$ cat config.mk
export PLATFORM = sky130hd
export DESIGN_NAME = alarm_trigger_ctrl
export DESIGN_NICKNAME = d
export VERILOG_FILES = /design/src/rtl/alarm_trigger_ctrl.sv
export SDC_FILE = /design/constraint.sdc
export NUM_CORES = 1
export LEC_CHECK = 0
export ABC_AREA = 1
export CAP_MARGIN = 30
export CORE_ASPECT_RATIO = 1.75
export CORE_MARGIN = 2
export CORE_UTILIZATION = 30
export DETAILED_ROUTE_END_ITERATION = 10
export PLACE_DENSITY_LB_ADDON = 0.25
export RECOVER_POWER = 100
export SLEW_MARGIN = 20
export SYNTH_ARGS = -nofsm -noshare
export SYNTH_HDL_FRONTEND = slang
export SYNTH_SLANG_ARGS = --single-unit
$ cat constraint.sdc
create_clock -name clk -period 3.8 [get_ports clk]
set_input_delay 0.57 -clock clk [delete_from_list [all_inputs] [get_ports clk]]
set_output_delay 0.57 -clock clk [all_outputs]
set_load 0.01 [all_outputs]
$ cat src/rtl/alarm_trigger_ctrl.sv
// Alarm sequencer feeding the blinking-bell overlay: detects the alarm minute,
// then rings, snoozes and times out, all paced by the one-second tick.
module alarm_trigger_ctrl #(
    parameter int RING_TIMEOUT = 60,
    parameter int SNOOZE_SEC   = 300,
    parameter int MAX_SNOOZE   = 3
) (
    input  logic       clk,
    input  logic       reset,
    input  logic       tick_1s,
    input  logic [7:0] hora,
    input  logic [7:0] minuto,
    input  logic [7:0] alarma_hora,
    input  logic [7:0] alarma_minuto,
    input  logic       alarma_en,
    input  logic       stop,
    input  logic       snooze,
    output logic       alarma_on,
    output logic       snoozing,
    output logic [2:0] snooze_cnt
);

    typedef enum logic [1:0] {
        S_IDLE    = 2'd0,
        S_RINGING = 2'd1,
        S_SNOOZE  = 2'd2
    } state_t;

    localparam logic [8:0] RING_LAST   = 9'(RING_TIMEOUT - 1);
    localparam logic [8:0] SNOOZE_LAST = 9'(SNOOZE_SEC - 1);
    localparam logic [2:0] SNOOZE_MAX  = 3'(MAX_SNOOZE);

    state_t     r_state;
    state_t     w_state_nxt;
    logic [8:0] r_sec_cnt;
    logic [8:0] w_sec_cnt_nxt;
    logic [2:0] r_snooze_cnt;
    logic [2:0] w_snooze_cnt_nxt;
    logic       r_match_d;
    logic       w_match;
    logic       w_trigger;

    assign w_match   = alarma_en && (hora == alarma_hora) && (minuto == alarma_minuto);
    // match_d resets high so releasing reset inside the alarm minute cannot ring.
    assign w_trigger = w_match && !r_match_d;

    always_ff @(posedge clk or negedge reset) begin
        if (!reset) begin
            r_state      <= S_IDLE;
            r_sec_cnt    <= 9'd0;
            r_snooze_cnt <= 3'd0;
            r_match_d    <= 1'b1;
        end else begin
            r_state      <= w_state_nxt;
            r_sec_cnt    <= w_sec_cnt_nxt;
            r_snooze_cnt <= w_snooze_cnt_nxt;
            r_match_d    <= w_match;
        end
    end

    // Branch order encodes the priority: disable > stop > snooze > expiry > count.
    always_comb begin
        w_state_nxt      = r_state;
        w_sec_cnt_nxt    = r_sec_cnt;
        w_snooze_cnt_nxt = r_snooze_cnt;
        if (!alarma_en) begin
            w_state_nxt   = S_IDLE;
            w_sec_cnt_nxt = 9'd0;
        end else begin
            case (r_state)
                S_IDLE: begin
                    if (w_trigger) begin
                        w_state_nxt      = S_RINGING;
                        w_sec_cnt_nxt    = 9'd0;
                        w_snooze_cnt_nxt = 3'd0;
                    end
                end
                S_RINGING: begin
                    if (stop) begin
                        w_state_nxt   = S_IDLE;
                        w_sec_cnt_nxt = 9'd0;
                    end else if (snooze && (r_snooze_cnt < SNOOZE_MAX)) begin
                        w_state_nxt      = S_SNOOZE;
                        w_sec_cnt_nxt    = 9'd0;
                        w_snooze_cnt_nxt = r_snooze_cnt + 3'd1;
                    end else if (tick_1s) begin
                        if (r_sec_cnt == RING_LAST) begin
                            w_state_nxt   = S_IDLE;
                            w_sec_cnt_nxt = 9'd0;
                        end else begin
                            w_sec_cnt_nxt = r_sec_cnt + 9'd1;
                        end
                    end
                end
                S_SNOOZE: begin
                    if (stop) begin
                        w_state_nxt   = S_IDLE;
                        w_sec_cnt_nxt = 9'd0;
                    end else if (tick_1s) begin
                        if (r_sec_cnt == SNOOZE_LAST) begin
                            w_state_nxt   = S_RINGING;
                            w_sec_cnt_nxt = 9'd0;
                        end else begin
                            w_sec_cnt_nxt = r_sec_cnt + 9'd1;
                        end
                    end
                end
                default: begin
                    w_state_nxt   = S_IDLE;
                    w_sec_cnt_nxt = 9'd0;
                end
            endcase
        end
    end

    assign alarma_on  = (r_state == S_RINGING);
    assign snoozing   = (r_state == S_SNOOZE);
    assign snooze_cnt = r_snooze_cnt;

endmodule
# Yosys cells after proc, flatten, opt, wreduce, memory -nomap -nowiden
# Cells that the tools add are included.
word_totals:
  register_bits: 15
  in_bits: 38
  elab_cells: 55
op_classes:
  addsub: 2
  magnitude_cmp: 1
  n_eq_ne: 14
  muxes: 24
  n_reduce_logical: 10
op_table:
  columns: ["operator", "n"]
  rows:
  - ["$mux W9", 9]
  - ["$pmux W9 S3", 1]
  - ["$mux W2", 9]
  - ["$eq A8 B8 Y1", 2]
  - ["$reduce_and A5 Y1", 2]
  - ["$add A9 B1 Y9 const B", 1]
  - ["$eq A9 B6 Y1 const B", 1]
  - ["$eq A9 B9 Y1 const B", 1]
  - ["$mux W3", 3]
  - ["$pmux W2 S3", 1]
  - ["$pmux W3 S2", 1]
  - ["$ne A5 B3 Y1 const B", 1]
  - ["$ne A5 B4 Y1 const B", 1]
  - ["$logic_and A1 B1 Y1", 4]
  - ["$ne A2 B2 Y1 const B", 2]
  - ["$ne A4 B3 Y1 const B", 1]
  - ["$ne A4 B4 Y1 const B", 1]
  - ["$add A3 B1 Y3 const B", 1]
  - ["$lt A3 B2 Y1 const B", 1]
  - ["$ne A3 B3 Y1 const B", 1]
  - ["$reduce_and A3 Y1", 1]
  - ["$eq A2 B1 Y1 const B", 1]
  - ["$eq A2 B2 Y1 const B", 1]
  - ["$logic_not A2 Y1", 1]
  - ["other kinds (3)", 3]

# Depth between registers and ports, before layout
depth:
  ltp_word: 7
  ltp_mapped: 12
  ltp_nobuf: 11

# Least setup slack after synthesis
# Ideal clock, no wire load.
synth_path:
  path_type: "register -> register"
  start: "register r_state[1]"
  end: "register r_sec_cnt[7]"
  setup_ns: 0.074
  t_arrival_ns: 1.547
  required_time_ns: 3.726
  setup_slack_ns: 2.179
  stages_incl_launch_ff: 9
  synth_period_minus_slack_ns: 1.621
  cell_sequence: "dfrtp_1 -> inv_1 -> ha_1 -> nand2_1 -> o21ai_2 -> nand2_2 -> nor2_2 -> nand3_1 -> o21ai_2"
synth_via:
  elab_chain_cells: 3
synth_lines:
  columns: ["element", "line_no", "rtl"]
  rows:
  - ["start: declaration", "33", "state_t r_state;"]
  - ["start signal: assignment", "54", "r_state <= w_state_nxt;"]
  - ["$eq A2 B1 Y1 (*)", null, null]
  - ["named net alarma_on", "18", "output logic alarma_on,"]
  - ["$ne A5 B4 Y1 (no source line) or $pmux W9 S3 (tied branches)", null, null]
  - ["$reduce_and A3 Y1 (no source line) or $mux W9 (tied branches)", null, null]
  - ["end signal: assignment", "55", "r_sec_cnt <= w_sec_cnt_nxt;"]
  - ["end: declaration", "35", "logic [8:0] r_sec_cnt;"]
# Mark *: on every way through the listed nets, which the timed path passes. The rest lies on a longest branch.
# A chain may end at the register's enable or synchronous reset.

# Worst setup path in the final report
layout_path:
  start: "input alarma_en"
  end: "register r_sec_cnt[4]"
layout_via:
  elab_chain_cells: 5
layout_lines:
  columns: ["element", "line_no", "rtl"]
  rows:
  - ["start: declaration", "15", "input logic alarma_en,"]
  - ["$logic_and A1 B1 Y1 (2 in series)", "43", "assign w_match = alarma_en && (hora == alarma_hora) && (minuto == alarma_minuto);"]
  - ["$logic_and A1 B1 Y1", "45", "assign w_trigger = w_match && !r_match_d;"]
  - ["$ne A3 B3 Y1 (no source line)", null, null]
  - ["$reduce_and A3 Y1 (no source line)", null, null]
# Several ways; a longest one is shown, not always the timed one.

==> out/results.ini <==
[placed_design]
portBuffers = 42
dp_hpwl_mm = 3.09
dp.cells = 321
place.gp.congestion = 0.830

[route]
drc = 0
drt-met1-wl_mm = 1.41
num_vias = 1546
drt-initial-drc-count = 63
vias_per_cell = 4.76
top_layer = met4
met2WireLength_mm = 2.02
ant_nets = 0
drt-total-wl_mm = 3.69
route.met3.wl_um = 146
dr.pass1.iters = 4
wl_per_cell_um = 11.3

[cts]
cts_root_buf = clkbuf_8
postCtsHoldBufs = 0
cts_tree = done
htreeDepth = 1
postCtsSetupBuffers = 0
post_cts_resized = 0
cts_inserted_buffers = 3
cts.sinks = 15
clock_latency_ns = 0.25
clock_path_buffers = 2
clkTransAtPathRegs_ns = 0.06

[worst_setup_path]
crit_buf_inv = 2
cp-start-kind = primary input
arrival_ns = 2.53
cp_common_cell = nand2_1
path_cells = dlygate4sd3_1 -> inv_1 -> a21oi_1 -> nand3b_1 -> nor2_1 -> nand4_2 -> nand3_1 -> nand2_1 -> nand2_1 -> o21ai_0
regToRegEndpoint = r_sec_cnt[4]
path_class = primary input to flop
critical-path-top-delay-family = simple AND/OR/NAND/NOR gates
cp_data_required_time_ns = 3.91
reg2regPathDepth = 8
path_max_fanout = 17
worstReg2RegStart = r_state[1]
worstSetupEndpointType = flop
reg2reg_slack_ns = 1.88
cpMaxStageDelayCell = dlygate4sd3_1
slowest_delay_ns = 0.62

[synth]
syn_inst = 228
synth_ff_type = dfrtp_1
synth_edf_count = 0
synth-seq-cells = 15
synthesis.nets = 272
synthArstFlopShare_pct = 100
seq_area_frac_synth_pct = 26.0
ys_types = 28
yosysTopAreaCell = dfrtp_1
ys_warn_count = 0
avgSynthCellArea_um2 = 6.36
synth_top_area_share_pct = 24.2
syn_area_mm2 = 0.00145
synthTopCellsByArea = dfrtp_1 24%, nand2_1 19%, inv_1 10%, nor2_1 6.7%, o21ai_2 6.0%

[final_layout]
nFillCells = 522
mostFrequentLayoutCells = 75 x nand2_1, 39 x inv_1, 34 x clkdlybuf4s50_1
diodes = 0
area_growth_pct = 32.4
drive_gt1_share_pct = 6.23
layout_commonest_cell = nand2_1
nets = 318
stdcell_count = 325

[global_routing]
grt_antenna_before_repair = 0
grt_pass1_vias = 1539
grt_usage_pct = 14.6
grt_overflow = 0
grt_max_degree = 18
grt_pass1_wl_mm = 6.27

[timing]
setup_tns_ns = 0
drv_slew = 0
finalCritPeriodShare_pct = 63.6
hold_viol = 0
max_slew_margin_pct = 51.7
min_period_ns = 2.41
worst-slew-pin-transition_ns = 0.723
finalSetupViolations = 0
skew_ns = 0.000750
rsz0062_at_grt = no
max_freq_mhz = 414

[floorplanning]
std_cell_rows = 33
core_mm2 = 0.00467
die_area_mm2 = 0.00543
initial_core_util_pct = 31.1
die_y_um = 96.0
io_pins = 43
die_w_um = 56.6

[status]
status = finished, final reports clean

[power_and_ir_drop]
vdd_drop_max_uv = 219
power_uw = 552
p_per_area_mw_per_mm2 = 287
p_leak_uw = 0.000986

[min_path]
min_path_type = flop to flop
min_from = r_sec_cnt[5]
min_to = r_sec_cnt[5]
hold_depth = 2

[flow_run]
max-cap-violations = 0

==> final cells by class <==
cell class / instances / area [um2] / share of cell area (%)
well taps: 52 / 65.1 / 3.39
repair buffers: 42 / 420 / 21.9
inverters: 41 / 154 / 8.01
clock buffers: 4 / 45.0 / 2.35
multi-input cells: 171 / 860 / 44.8
flip-flops and latches: 15 / 377 / 19.6
==> tightest hold or removal path, stage by stage (launching register included) <==
cell and delay [ns]:
dfrtp_1 0.38, nand2_1 0.06, o21ai_0 0.06
==> layer usage <==
metal  vias to the layer above  global-route usage [%]
met1                       682                    14.3
met4                         0                    7.34
met5                         -                       0
li1                        805                       -
met2                        49                    29.2
met3                        10                    1.61
==> per-stage QoR <==
| stage | hold slack, ns | cell area, um2 | util, % | setup WS, ns |
|---|---|---|---|---|
| finish | 0.536 | 1920 | 41.2 | 1.39 |
| global placement | 0.505 | 1920 | 41.2 | 1.52 |
| floorplan | 0.274 | 1450 | - | 2.18 |
| global route | 0.562 | 1920 | 41.2 | 1.06 |
| detailed placement | 0.509 | 1920 | 41.2 | 1.48 |
| CTS | 0.526 | 1970 | 42.2 | 1.55 |
==> where the power goes <==
part | internal [uW] | leakage [uW] | switching (uW)
Sequential | 173 | 0.000203 | 14.9
Combinational | 104 | 0.000760 | 130
Clock | 74.3 | 0.0000228 | 56.3
==> worst max path at each step <==
stage | start | endpoint | cells after the start
after floorplan | r_state[1] | r_sec_cnt[7] | 8
after global placement | alarma_en | r_sec_cnt[6] | 10
after global routing | alarma_en | r_sec_cnt[1] | 10
after detailed placement | alarma_en | r_sec_cnt[4] | 10
final | alarma_en | r_sec_cnt[4] | 10
after CTS | r_state[1] | alarma_on | 3
==> sequential cells by signal (all words and copies together), names as in the netlist <==
register,cells
snooze_cnt,3
r_match_d,1
r_state,2
r_sec_cnt,9
==> synth_stat cells, types with 3 or more instances <==
| cell | number |
|---|---|
| nand2_1 | 74 |
| inv_1 | 39 |
| nor2_1 | 26 |
| dfrtp_1 | 14 |
| nand4_1 | 12 |
| o21ai_2 | 10 |
| nand3_1 | 8 |
| ha_1 | 6 |
| o21ai_0 | 4 |
| xnor2_1 | 4 |
| nor2_2 | 3 |
| nor3_1 | 3 |
| or2_2 | 3 |
| xor2_1 | 3 |
==> logic make-up after synthesis <==
| group | count (synthesis) | synth area share [%] |
|---|---|---|
| adder cells (fa/ha/maj) | 6 | 5.18 |
| buffers and inverters | 42 | 11.4 |
| flip-flops | 15 | 26.0 |
| AO/OA/AOI/OAI | 19 | 9.92 |
| AND/OR/NAND/NOR | 139 | 43.3 |
| XOR/XNOR | 7 | 4.23 |
(Power assumes the default switching activity.)
